### src/rtl/bullet_pool.sv
// Slot-allocated projectile store: lowest-free-slot fire allocation, tick-driven
// movement and retirement, and a valid/ready scan port feeding the plotter.
module bullet_pool #(
    parameter int NUM_BULLETS = 8,
    parameter int SLOT_W      = 3,
    parameter int X_W         = 8,
    parameter int Y_W         = 7,
    parameter int X_MAX       = 159,
    parameter int Y_MAX       = 119,
    parameter int MOVE_DIV    = 10,
    parameter int LIFETIME    = 64
) (
    input  logic                   clk,
    input  logic                   reset,
    input  logic                   fire,
    input  logic [X_W-1:0]         fire_x,
    input  logic [Y_W-1:0]         fire_y,
    input  logic [1:0]             fire_dx,
    input  logic [1:0]             fire_dy,
    output logic                   fire_ack,
    output logic [SLOT_W-1:0]      fire_slot,
    output logic                   fire_drop,
    input  logic                   kill,
    input  logic [SLOT_W-1:0]      kill_slot,
    output logic [NUM_BULLETS-1:0] active,
    output logic                   full,
    input  logic                   scan_start,
    output logic                   scan_busy,
    output logic                   plot_valid,
    input  logic                   plot_ready,
    output logic [X_W-1:0]         plot_x,
    output logic [Y_W-1:0]         plot_y,
    output logic [SLOT_W-1:0]      plot_slot,
    output logic                   scan_done
);
    localparam int                CNT_W     = (MOVE_DIV > 2) ? $clog2(MOVE_DIV) : 1;
    localparam logic [CNT_W-1:0]  CNT_LAST  = CNT_W'(MOVE_DIV - 1);
    localparam logic [SLOT_W-1:0] SLOT_LAST = SLOT_W'(NUM_BULLETS - 1);
    localparam logic [X_W-1:0]    XM        = X_W'(X_MAX);
    localparam logic [Y_W-1:0]    YM        = Y_W'(Y_MAX);
    localparam logic [7:0]        LIFE_INIT = 8'(LIFETIME);

    typedef enum logic [1:0] {S_IDLE, S_SCAN, S_WAIT} scan_state_t;

    logic [X_W-1:0]         pos_x  [NUM_BULLETS];
    logic [Y_W-1:0]         pos_y  [NUM_BULLETS];
    logic [1:0]             dir_x  [NUM_BULLETS];
    logic [1:0]             dir_y  [NUM_BULLETS];
    logic [7:0]             life   [NUM_BULLETS];
    logic [CNT_W-1:0]       cnt;
    logic                   tick;
    logic                   free_found;
    logic [SLOT_W-1:0]      free_idx;
    logic                   fire_ok;
    logic [NUM_BULLETS-1:0] fire_grant;
    logic [NUM_BULLETS-1:0] kill_hit;
    logic [NUM_BULLETS-1:0] edge_hit;
    scan_state_t            state, state_n;
    logic [SLOT_W-1:0]      idx, idx_n;
    logic                   capture, done_n;

    function automatic logic [X_W-1:0] step_x(input logic [X_W-1:0] v, input logic [1:0] d);
        case (d)
            2'b01:   step_x = v + X_W'(1);
            2'b10:   step_x = v - X_W'(1);
            default: step_x = v;
        endcase
    endfunction

    function automatic logic [Y_W-1:0] step_y(input logic [Y_W-1:0] v, input logic [1:0] d);
        case (d)
            2'b01:   step_y = v + Y_W'(1);
            2'b10:   step_y = v - Y_W'(1);
            default: step_y = v;
        endcase
    endfunction

    assign tick = (cnt == CNT_LAST);
    assign full = &active;

    always_ff @(posedge clk) begin
        if (reset || tick) cnt <= '0;
        else               cnt <= cnt + CNT_W'(1);
    end

    // Allocation looks only at the registered active bits, so a slot freed this cycle is not reused until the next.
    always_comb begin
        free_found = 1'b0;
        free_idx   = '0;
        fire_grant = '0;
        for (int unsigned i = 0; i < NUM_BULLETS; i++) begin
            if (!active[i] && !free_found) begin
                free_found = 1'b1;
                free_idx   = SLOT_W'(i);
            end
        end
        fire_ok = fire && free_found && (fire_x <= XM) && (fire_y <= YM);
        for (int unsigned i = 0; i < NUM_BULLETS; i++)
            fire_grant[i] = fire_ok && (free_idx == SLOT_W'(i));
    end

    always_comb begin
        kill_hit = '0;
        edge_hit = '0;
        for (int unsigned i = 0; i < NUM_BULLETS; i++) begin
            kill_hit[i] = kill && active[i] && (kill_slot == SLOT_W'(i));
            edge_hit[i] = (pos_x[i] == '0 && dir_x[i] == 2'b10) || (pos_x[i] == XM && dir_x[i] == 2'b01)
                       || (pos_y[i] == '0 && dir_y[i] == 2'b10) || (pos_y[i] == YM && dir_y[i] == 2'b01);
        end
    end

    always_ff @(posedge clk) begin
        if (reset) begin
            active <= '0;
            for (int unsigned i = 0; i < NUM_BULLETS; i++) begin
                pos_x[i] <= '0;
                pos_y[i] <= '0;
                dir_x[i] <= '0;
                dir_y[i] <= '0;
                life[i]  <= '0;
            end
        end else begin
            for (int unsigned i = 0; i < NUM_BULLETS; i++) begin
                if (active[i]) begin
                    if (kill_hit[i]) begin
                        active[i] <= 1'b0;
                    end else if (tick) begin
                        if (life[i] == '0 || edge_hit[i]) begin
                            active[i] <= 1'b0;
                        end else begin
                            pos_x[i] <= step_x(pos_x[i], dir_x[i]);
                            pos_y[i] <= step_y(pos_y[i], dir_y[i]);
                            life[i]  <= life[i] - 8'd1;
                        end
                    end
                end else if (fire_grant[i]) begin
                    active[i] <= 1'b1;
                    pos_x[i]  <= fire_x;
                    pos_y[i]  <= fire_y;
                    dir_x[i]  <= fire_dx;
                    dir_y[i]  <= fire_dy;
                    life[i]   <= LIFE_INIT;
                end
            end
        end
    end

    always_ff @(posedge clk) begin
        if (reset) begin
            fire_ack  <= 1'b0;
            fire_drop <= 1'b0;
            fire_slot <= '0;
        end else begin
            fire_ack  <= fire_ok;
            fire_drop <= fire && !fire_ok;
            fire_slot <= fire_ok ? free_idx : '0;
        end
    end

    always_comb begin
        state_n = state;
        idx_n   = idx;
        capture = 1'b0;
        done_n  = 1'b0;
        case (state)
            S_IDLE: begin
                if (scan_start) begin
                    state_n = S_SCAN;
                    idx_n   = '0;
                end
            end
            S_SCAN: begin
                if (active[idx]) begin
                    capture = 1'b1;
                    state_n = S_WAIT;
                end else if (idx == SLOT_LAST) begin
                    state_n = S_IDLE;
                    done_n  = 1'b1;
                end else begin
                    idx_n = idx + SLOT_W'(1);
                end
            end
            S_WAIT: begin
                if (plot_ready) begin
                    if (idx == SLOT_LAST) begin
                        state_n = S_IDLE;
                        done_n  = 1'b1;
                    end else begin
                        state_n = S_SCAN;
                        idx_n   = idx + SLOT_W'(1);
                    end
                end
            end
            default: state_n = S_IDLE;
        endcase
    end

    always_ff @(posedge clk) begin
        if (reset) begin
            state     <= S_IDLE;
            idx       <= '0;
            scan_done <= 1'b0;
            plot_x    <= '0;
            plot_y    <= '0;
            plot_slot <= '0;
        end else begin
            state     <= state_n;
            idx       <= idx_n;
            scan_done <= done_n;
            if (capture) begin
                plot_x    <= pos_x[idx];
                plot_y    <= pos_y[idx];
                plot_slot <= idx;
            end
        end
    end

    assign plot_valid = (state == S_WAIT);
    assign scan_busy  = (state != S_IDLE);

endmodule

### config.mk
export PLATFORM = sky130hd
export DESIGN_NAME = bullet_pool
export DESIGN_NICKNAME = d
export VERILOG_FILES = /design/src/rtl/bullet_pool.sv
export SDC_FILE = /design/constraint.sdc
export NUM_CORES = 1
export LEC_CHECK = 0
export BUFFER_PORTS_ARGS = -buffer_cell sky130_fd_sc_hd__buf_2
export CORE_MARGIN = 2
export CORE_UTILIZATION = 57
export DETAILED_ROUTE_END_ITERATION = 8
export PLACE_DENSITY = 0.77
export SETUP_SLACK_MARGIN = 0.1
export SYNTH_ARGS = -nofsm -noshare
export SYNTH_HDL_FRONTEND = slang
export SYNTH_SLANG_ARGS = --single-unit
### constraint.sdc
create_clock -name clk -period 2.62 [get_ports clk]
set_input_delay 0.524 -clock clk [delete_from_list [all_inputs] [get_ports clk]]
set_output_delay 0.524 -clock clk [all_outputs]
set_load 0.005 [all_outputs]
==> Yosys cells after proc, flatten, opt, wreduce, memory -nomap -nowiden <==
Memory sizes are Yosys's and may differ from the RTL's. A register that Yosys moved wholly into a read port is not among the register bits.
Cells that the tools add are included.
{ "op_classes": {"add_sub_neg": 42, "eq_ne": 70, "n_reduce_logical": 147, "n_mux": 300, "n_lt_le_gt_ge": 3, "bitwise_logic": 65} }
{ "op_table": {"columns": ["op", "count"], "rows": [
  ["8-bit 2-to-1 mux", 72],
  ["7-bit 2-to-1 mux", 56],
  ["8-bit zero test", 16],
  ["8-bit case mux with 2 select lines", 8],
  ["8-bit by 1-bit subtractor with 8-bit output, second input constant", 16],
  ["1-bit 2-to-1 mux", 122],
  ["7-bit case mux with 2 select lines", 8],
  ["1-bit logical AND", 67],
  ["8-bit by 1-bit adder with 8-bit output, second input constant", 8],
  ["8-bit equality test, second input constant", 8],
  ["1-bit OR", 64],
  ["7-bit by 1-bit adder with 7-bit output, second input constant", 8],
  ["7-bit equality test, second input constant", 8],
  ["7-bit zero test", 8],
  ["7-bit by 1-bit subtractor with 7-bit output, second input constant", 8],
  ["2-bit 2-to-1 mux", 20],
  ["2-bit by 1-bit equality test with 1-bit output, second input constant", 17],
  ["2-bit equality test, second input constant", 17],
  ["1-bit logical OR", 33],
  ["3-bit 2-to-1 mux", 10],
  ["3-bit equality test, second input constant", 9],
  ["1-bit zero test", 14],
  ["3-bit by 2-bit equality test with 1-bit output, second input constant", 4],
  ["3-bit case mux with 3 select lines", 1],
  ["22 further kinds", 25]
]} }
{ "word_totals": {"output_inout_bits": 35, "mem_bits_rw": 216, "regBits": 26, "elab_cells": 641, "input_bits": 28, "mem_count": 5} }
{ "memory_table": {"columns": ["memory", "depth", "word_bits", "rd", "rd_clocked_by_memory_dff", "write_ports", "line_no", "rtl"], "rows": [
  ["life", 8, 8, 8, 0, 8, "49", "logic [7:0] life [NUM_BULLETS];"],
  ["pos_x", 8, 8, 9, 1, 8, "45", "logic [X_W-1:0] pos_x [NUM_BULLETS];"],
  ["pos_y", 8, 7, 9, 1, 8, "46", "logic [Y_W-1:0] pos_y [NUM_BULLETS];"],
  ["dir_x", 8, 2, 8, 0, 8, "47", "logic [1:0] dir_x [NUM_BULLETS];"],
  ["dir_y", 8, 2, 8, 0, 8, "48", "logic [1:0] dir_y [NUM_BULLETS];"]
]} }

==> Logic depth before layout (Yosys ltp) <==
Gate-level depths: netlist (run 1).
{ "logic_depth": {"depth_word": 30, "ltp_mapped": 10, "mapped_depth_nobuf": 10} }

==> Least setup slack after synthesis (run 1) <==
OpenSTA, ideal clock, no wires.
{ "synth_timing": {"path_kind": "input -> register", "from": "input fire_x[5]", "to": "memory pos_x[3][0], enable pin", "arrival_ps": 2370, "t_required_ps": 2245, "stages": 7, "setup_slack_ps": -126, "cell_sequence": "buf_2 -> o21ai_4 -> nand3_4 -> or3_4 -> or3_1 -> and3b_1 -> a21oi_1"} }
{ "synth_lines": {"columns": ["item", "line_no", "rtl"], "rows": [
  ["start, declared", "16", "input logic [X_W-1:0] fire_x,"],
  ["end, declared", "45", null]
]} }

==> impl_metrics.yaml, run 1 <==
clocking:
  clkLatencyLatePin_ns: 0.56
  clock_path_buffers: 3
  cts_hold_buf: 0
  cts_tree: "built"
  cts_sinks: 257
  clkSlewWorstSetupHoldPaths_ns: 0.06
  cts-buffers-inserted: 28
  root_buffer: "clkbuf_16"
  cts_htree_levels: 1
placed_design:
  dp_hpwl_um: 35400
  portBuffers: 62
  gp_congestion: 0.980
  pre_cts_slack_ns: -0.0800
global_routing:
  grt_pass1_wl_um: 74600
  antenna_found_initial: 0
  grt.total_usage_pct: 30.8
  grt_pass1_vias: 13600
  overflow: 0
  grt_max_degree: 44
pwr:
  power_density_nw_per_um2: 573
  peakVddDrop_mv: 0.496
  leakage_nw: 7.86
timing:
  drv_slew: 0
  period_share_pct: 95.9
  fin_setup_tns_ns: 0
  finalClockSkew_ns: 0.0230
  tightest_slew_ns: 0.619
  finalHoldViolCount: 0
  fmax_mhz: 398
  worst_slack_ns: 0.109
  holdWs_ns: 0.246
  rsz0062_at_grt: "true"
  period_minus_slack_ns: 2.51
  slew_headroom_pct: 58.5
  setup_viol: 0
worst_hold_path:
  hold_path.class: "input port to flip-flop"
  whs_endpoint: "scan_done$_SDFF_PP0_"
  min_delay_path_depth: 3
  hold_start: "plot_ready"
synthesis:
  synthCells: 1702
  synth_area_um2: 17200
  avgSynthCellArea_um2: 10.1
  ys.flop_type: "edfxtp_1"
  synth.distinct_cells: 71
  synth_fp_nets: 1882
  synth-async-reset-ratio_pct: 0
  ys_seq_elements: 257
  ys_seq_area_share_pct: 42.5
  synth_edf_count: 216
  yosysWarnings: 0
worst_setup_path:
  r2r-start: "dir_x[1][2]$_SDFFCE_PN0P_"
  r2r_cells: 10
  worstSetupPathType: "flip-flop to flip-flop"
  crit_path_end_kind: "flip-flop"
  r2r_end: "pos_x[5][3]$_DFFE_PP_"
  r2r_slack_ns: 0.11
  crit_fanout: 8
  cp.required_ns: 2.92
  crit_path_start_kind: "flip-flop"
  critPathArrivalTime_ns: 2.82
run:
  cap_violations: 0
cells_and_area:
  num-fill-cells: 2245
  final_layout_size_suffix_gt1_share_pct: 17.5
  antennaDiodeCount: 0
  layout.nets: 2008
  mostFrequentLayoutCell: "edfxtp_1"
  seqCellArea_um2: 7310
  layout_common_cells: "edfxtp_1, nor2_1, inv_1"
  multi_input_area_um2: 9250
  area_growth_pct: 15.5
drt:
  wl_per_cell_um: 21.6
  drt_iter0_markers: 1912
  vias: 14100
  drc: 0
  drt_pass1_iterations: 5
  routed_wl_um: 48300
  viasPerCell: 6.31
  postRouteAntennaNets: 0
run_status:
  status: "complete, no violations"
floorplanning:
  start_util_pct: 58.0
  die_h_um: 178
  die_x_um: 178
  rows: 63
  dieArea_um2: 31600
  io_pins: 63
  core_area_um2: 29600
==> cells by family after synthesis <==
group,count (synthesis),synth area share (%)
AO/OA/AOI/OAI,353,13.0
XOR/XNOR,127,6.47
adder cells (fa/ha/maj),152,11.8
buffers and inverters,216,5.15
flip-flops,257,42.5
multiplexers,61,5.88
AND/OR/NAND/NOR,536,15.3
==> area by class of cell <==
class / count / share of cell area (%)
Clock buffer: 37 / 3.95
Clock inverter: 15 / 1.34
Inverter: 146 / 2.79
Multi-Input combinational cell: 1229 / 46.6
Sequential cell: 257 / 36.8
Tap cell: 390 / 2.46
Timing Repair Buffer: 166 / 6.01
==> how the worst max path moves through the flow <==
stage                     depth (start not counted)                       from                        end
after floorplan                                   7          cnt[0]$_SDFF_PP0_  pos_y[2][0]$_SDFFCE_PN0P_
after global placement                            8                  fire_y[6]  pos_x[3][0]$_SDFFCE_PN0P_
after detailed placement                          8                  fire_y[6]  pos_x[3][3]$_SDFFCE_PN0P_
after CTS                                         9  dir_x[1][2]$_SDFFCE_PN0P_   life[1][8]$_SDFFCE_PP0P_
after global routing                              8          cnt[1]$_SDFF_PP0_  pos_y[0][6]$_SDFFCE_PN0P_
final                                            10  dir_x[1][2]$_SDFFCE_PN0P_      pos_x[5][3]$_DFFE_PP_
==> per-layer routing <==
layer | wire length [um] | global-route usage (%) | vias up | part of all wire [%]
met3 | 5950 | 6.32 | 148 | 12
met2 | 20700 | 46.0 | 843 | 43
met1 | 19100 | 43.7 | 6702 | 40
li1 | - | - | 6442 | -
met5 | 0 | 0 | - | 0
met4 | 2480 | 13.1 | 0 | 5.1
==> sequential cells by signal (all words and copies together) (netlist names) <==
name,count
active,8
cnt,4
dir_x,16
dir_y,16
fire_ack,1
fire_drop,1
fire_slot,3
idx,3
life,64
plot_slot,3
plot_x,8
plot_y,7
pos_x,64
pos_y,56
scan_done,1
state,2
==> worst max-delay path, cell delays in order, from the launching register on <==
cell and delay (ns):
edfxtp_1 0.42, inv_2 0.09, ha_4 0.16, or4b_1 0.46
nor4_2 0.16, o21ai_1 0.12, buf_4 0.16, o211ai_1 0.17
or2_4 0.21, o21ai_0 0.09, buf_4 0.22
==> cell usage after synthesis (32+ instances only) <==
| cell type | instances | area [um^2] |
|---|---|---|
| nand3_1 | 35 | 175 |
| nor2_1 | 166 | 623 |
| nand4_1 | 32 | 200 |
| nor3_1 | 42 | 210 |
| dfxtp_1 | 41 | 821 |
| inv_1 | 145 | 544 |
| xor2_1 | 58 | 508 |
| edfxtp_1 | 216 | 6490 |
| nand2_1 | 138 | 518 |
| xnor2_1 | 69 | 604 |
| a21oi_1 | 69 | 345 |
| mux4_2 | 32 | 721 |
| ha_1 | 136 | 1700 |
| o21ai_0 | 123 | 616 |
==> where the power goes <==
group	total, mW	switching (mW)	internal, mW
clock network	4.47	1.68	2.79
registers	4.96	0.270	4.69
logic	1.93	1.09	0.839
==> what timing repair did <==
| item | in CTS | in global routing |
|---|---|---|
| buffers inserted | 1 | 6 |
| pin swaps | 0 | 9 |
| resized for setup | 17 | 53 |
| setup endpoints to repair | 97 | 195 |
==> metrics by stage <==
stage	util [%]	instances	power [mW]	instance area, um^2
2_1_floorplan	-	1702	6.25	17200
5_1_grt	67.0	2240	11.8	19800
3_3_place_gp	62.5	2181	6.80	18500
3_5_place_dp	62.5	2181	6.87	18500
6_report	67.0	2240	11.4	19800
4_1_cts	66.2	2234	11.3	19600
Note: power is estimated with default switching activity, not from simulation.
==> inputs of run 2 (changes only) <==
--- a/config.mk
+++ b/config.mk
@@ -6,6 +6,7 @@
 export NUM_CORES = 1
 export LEC_CHECK = 0
 export BUFFER_PORTS_ARGS = -buffer_cell sky130_fd_sc_hd__buf_2
+export CORE_ASPECT_RATIO = 0.7
 export CORE_MARGIN = 2
 export CORE_UTILIZATION = 57
 export DETAILED_ROUTE_END_ITERATION = 8
==> run 2 against run 1 <==
  * Final cell count up 0.85%
  * Worst hold slack worse by 0.0019 ns
  * Routed wire length up 7.6%
  * Cell area up 0.46%
  * Register-to-register slack worse by 0.02 ns
  * Setup slack worse by 0.016 ns
  * Sequential power about the same
  * Power down 3.9%
==> impl_metrics.yaml, run 2 (synthesis results as in run 1) <==
run_status:
  status: "complete, no violations"
drt:
  drt_pass1_iterations: 6
  drt_iter0_markers: 1681
  wl_per_cell_um: 23.0
  postRouteAntennaNets: 0
  routed_wl_um: 52000
  drc: 0
  vias: 14500
  viasPerCell: 6.42
timing:
  drv_slew: 0
  slew_headroom_pct: 41.0
  rsz0062_at_grt: "true"
  holdWs_ns: 0.244
  fmax_mhz: 396
  finalClockSkew_ns: 0.0295
  tightest_slew_ns: 0.878
  period_minus_slack_ns: 2.53
  period_share_pct: 96.5
  finalHoldViolCount: 0
  setup_viol: 0
worst_hold_path:
  hold_start: "plot_ready"
  hold_path.class: "input port to flip-flop"
worst_setup_path:
  critPathArrivalTime_ns: 2.86
  cp.required_ns: 2.95
  r2r-start: "dir_y[1][4]$_DFFE_PP_"
  crit_path_end_kind: "flip-flop"
  crit_fanout: 7
  startpoint: "dir_y[1][4]$_DFFE_PP_"
  crit_path_start_kind: "flip-flop"
  worstSetupPathType: "flip-flop to flip-flop"
clocking:
  clkSlewWorstSetupHoldPaths_ns: 0.07
  clock_path_buffers: 3
  cts_sinks: 257
  cts_htree_levels: 1
  clkLatencyLatePin_ns: 0.58
  root_buffer: "clkbuf_16"
  cts-buffers-inserted: 27
  cts_tree: "built"
  cts_hold_buf: 0
pwr:
  power_mw: 10.9
  power_density_nw_per_um2: 548
  peakVddDrop_mv: 0.467
  leakage_nw: 7.93
cells_and_area:
  area_growth_pct: 16.0
  multi_input_area_um2: 9300
  fin_cells: 2259
  fin_area_um2: 19900
  num-fill-cells: 2216
  mostFrequentLayoutCell: "edfxtp_1"
  layout_common_cells: "edfxtp_1, nor2_1, inv_1"
  reg.largest.list: "life x64, pos_x x64, pos_y x56"
  layout.nets: 2031
  final_layout_size_suffix_gt1_share_pct: 18.5
  seqCellArea_um2: 7310
global_routing:
  overflow: 0
  met3_usage_pct: 13.4
  grt_most_used_layer: "met1"
  grt_pass1_wl_um: 78000
  use_met1_pct: 46.5
  grt_util_met2_pct: 44.3
  grt_pass1_vias: 13700
  antenna_found_initial: 3
  grt_max_degree: 35
  grt.total_usage_pct: 32.8
placed_design:
  portBuffers: 62
  postPlaceCellArea_um2: 18700
  gp_congestion: 1.01
  dp.cells: 2196
  dp_hpwl_um: 37700
floorplanning:
  io_pins: 63
  rows: 53
  start_util_pct: 57.6
  die_x_um: 212
  dieArea_um2: 31600
  core_area_um2: 29800
  die_h_um: 149
run:
  cap_violations: 0
[run 2: report_power, final]
group / switching (mW) / internal [mW]
combinational: 1.15 / 0.867
clock: 1.73 / 2.20
sequential: 0.283 / 4.69
total: 3.17 / 7.76
[run 2: layer usage]
layer / vias up / routed length (um)
met4: 2 / 2360
met3: 154 / 8520
met5: - / 30
li1: 6494 / -
met2: 971 / 20400
met1: 6884 / 20600
[run 2: final cells by class]
| cell class | instances | area share [%] |
|---|---|---|
| multi-input combinational | 1229 | 46.6 |
| sequential | 257 | 36.7 |
| timing repair buffer | 190 | 7.00 |
| clock buffer | 35 | 3.90 |
| inverter | 146 | 2.79 |
| tap | 385 | 2.42 |
| clock inverter | 15 | 0.552 |
| antenna | 2 | 0.0251 |
[run 2: final timing paths]
path / endpoint / cells after the start / slack [ns]
min reg2reg: plot_x[1]$_SDFFE_PP0P_ / 2 / 0.50
max reg2reg: pos_y[6][5]$_SDFFCE_PP0P_ / 10 / 0.09
min: scan_done$_SDFF_PP0_ / 3 / 0.24
max: pos_y[6][5]$_SDFFCE_PP0P_ / 10 / 0.09
[run 2: per-stage QoR]
stage | TNS [ns] | worst slack [ns] | utilization (%)
detailed placement | -0.863 | -0.0829 | 62.5
CTS | 0 | 0.0355 | 65.7
global route | -0.0641 | -0.0641 | 66.8
finish | 0 | 0.0926 | 66.8
floorplan | 0 | 0.0940 | -
global placement | 0 | 0.0125 | 62.5
[run 2: timing repair]
item | 4_1_cts | 5_1_grt
resized for setup | 17 | 62
buffers inserted | 0 | 11
setup endpoints to repair | 108 | 171
pin swaps | 0 | 18
[run 2: worst max-delay path: stages, from the launching register on]
cell and delay [ns]:
edfxtp_1 0.42, inv_1 0.13, ha_4 0.17, buf_6 0.13, ha_1 0.23, a21o_1 0.18
a21oi_1 0.29, o21ai_0 0.19, a21oi_1 0.26, xnor2_1 0.11, a22o_1 0.18
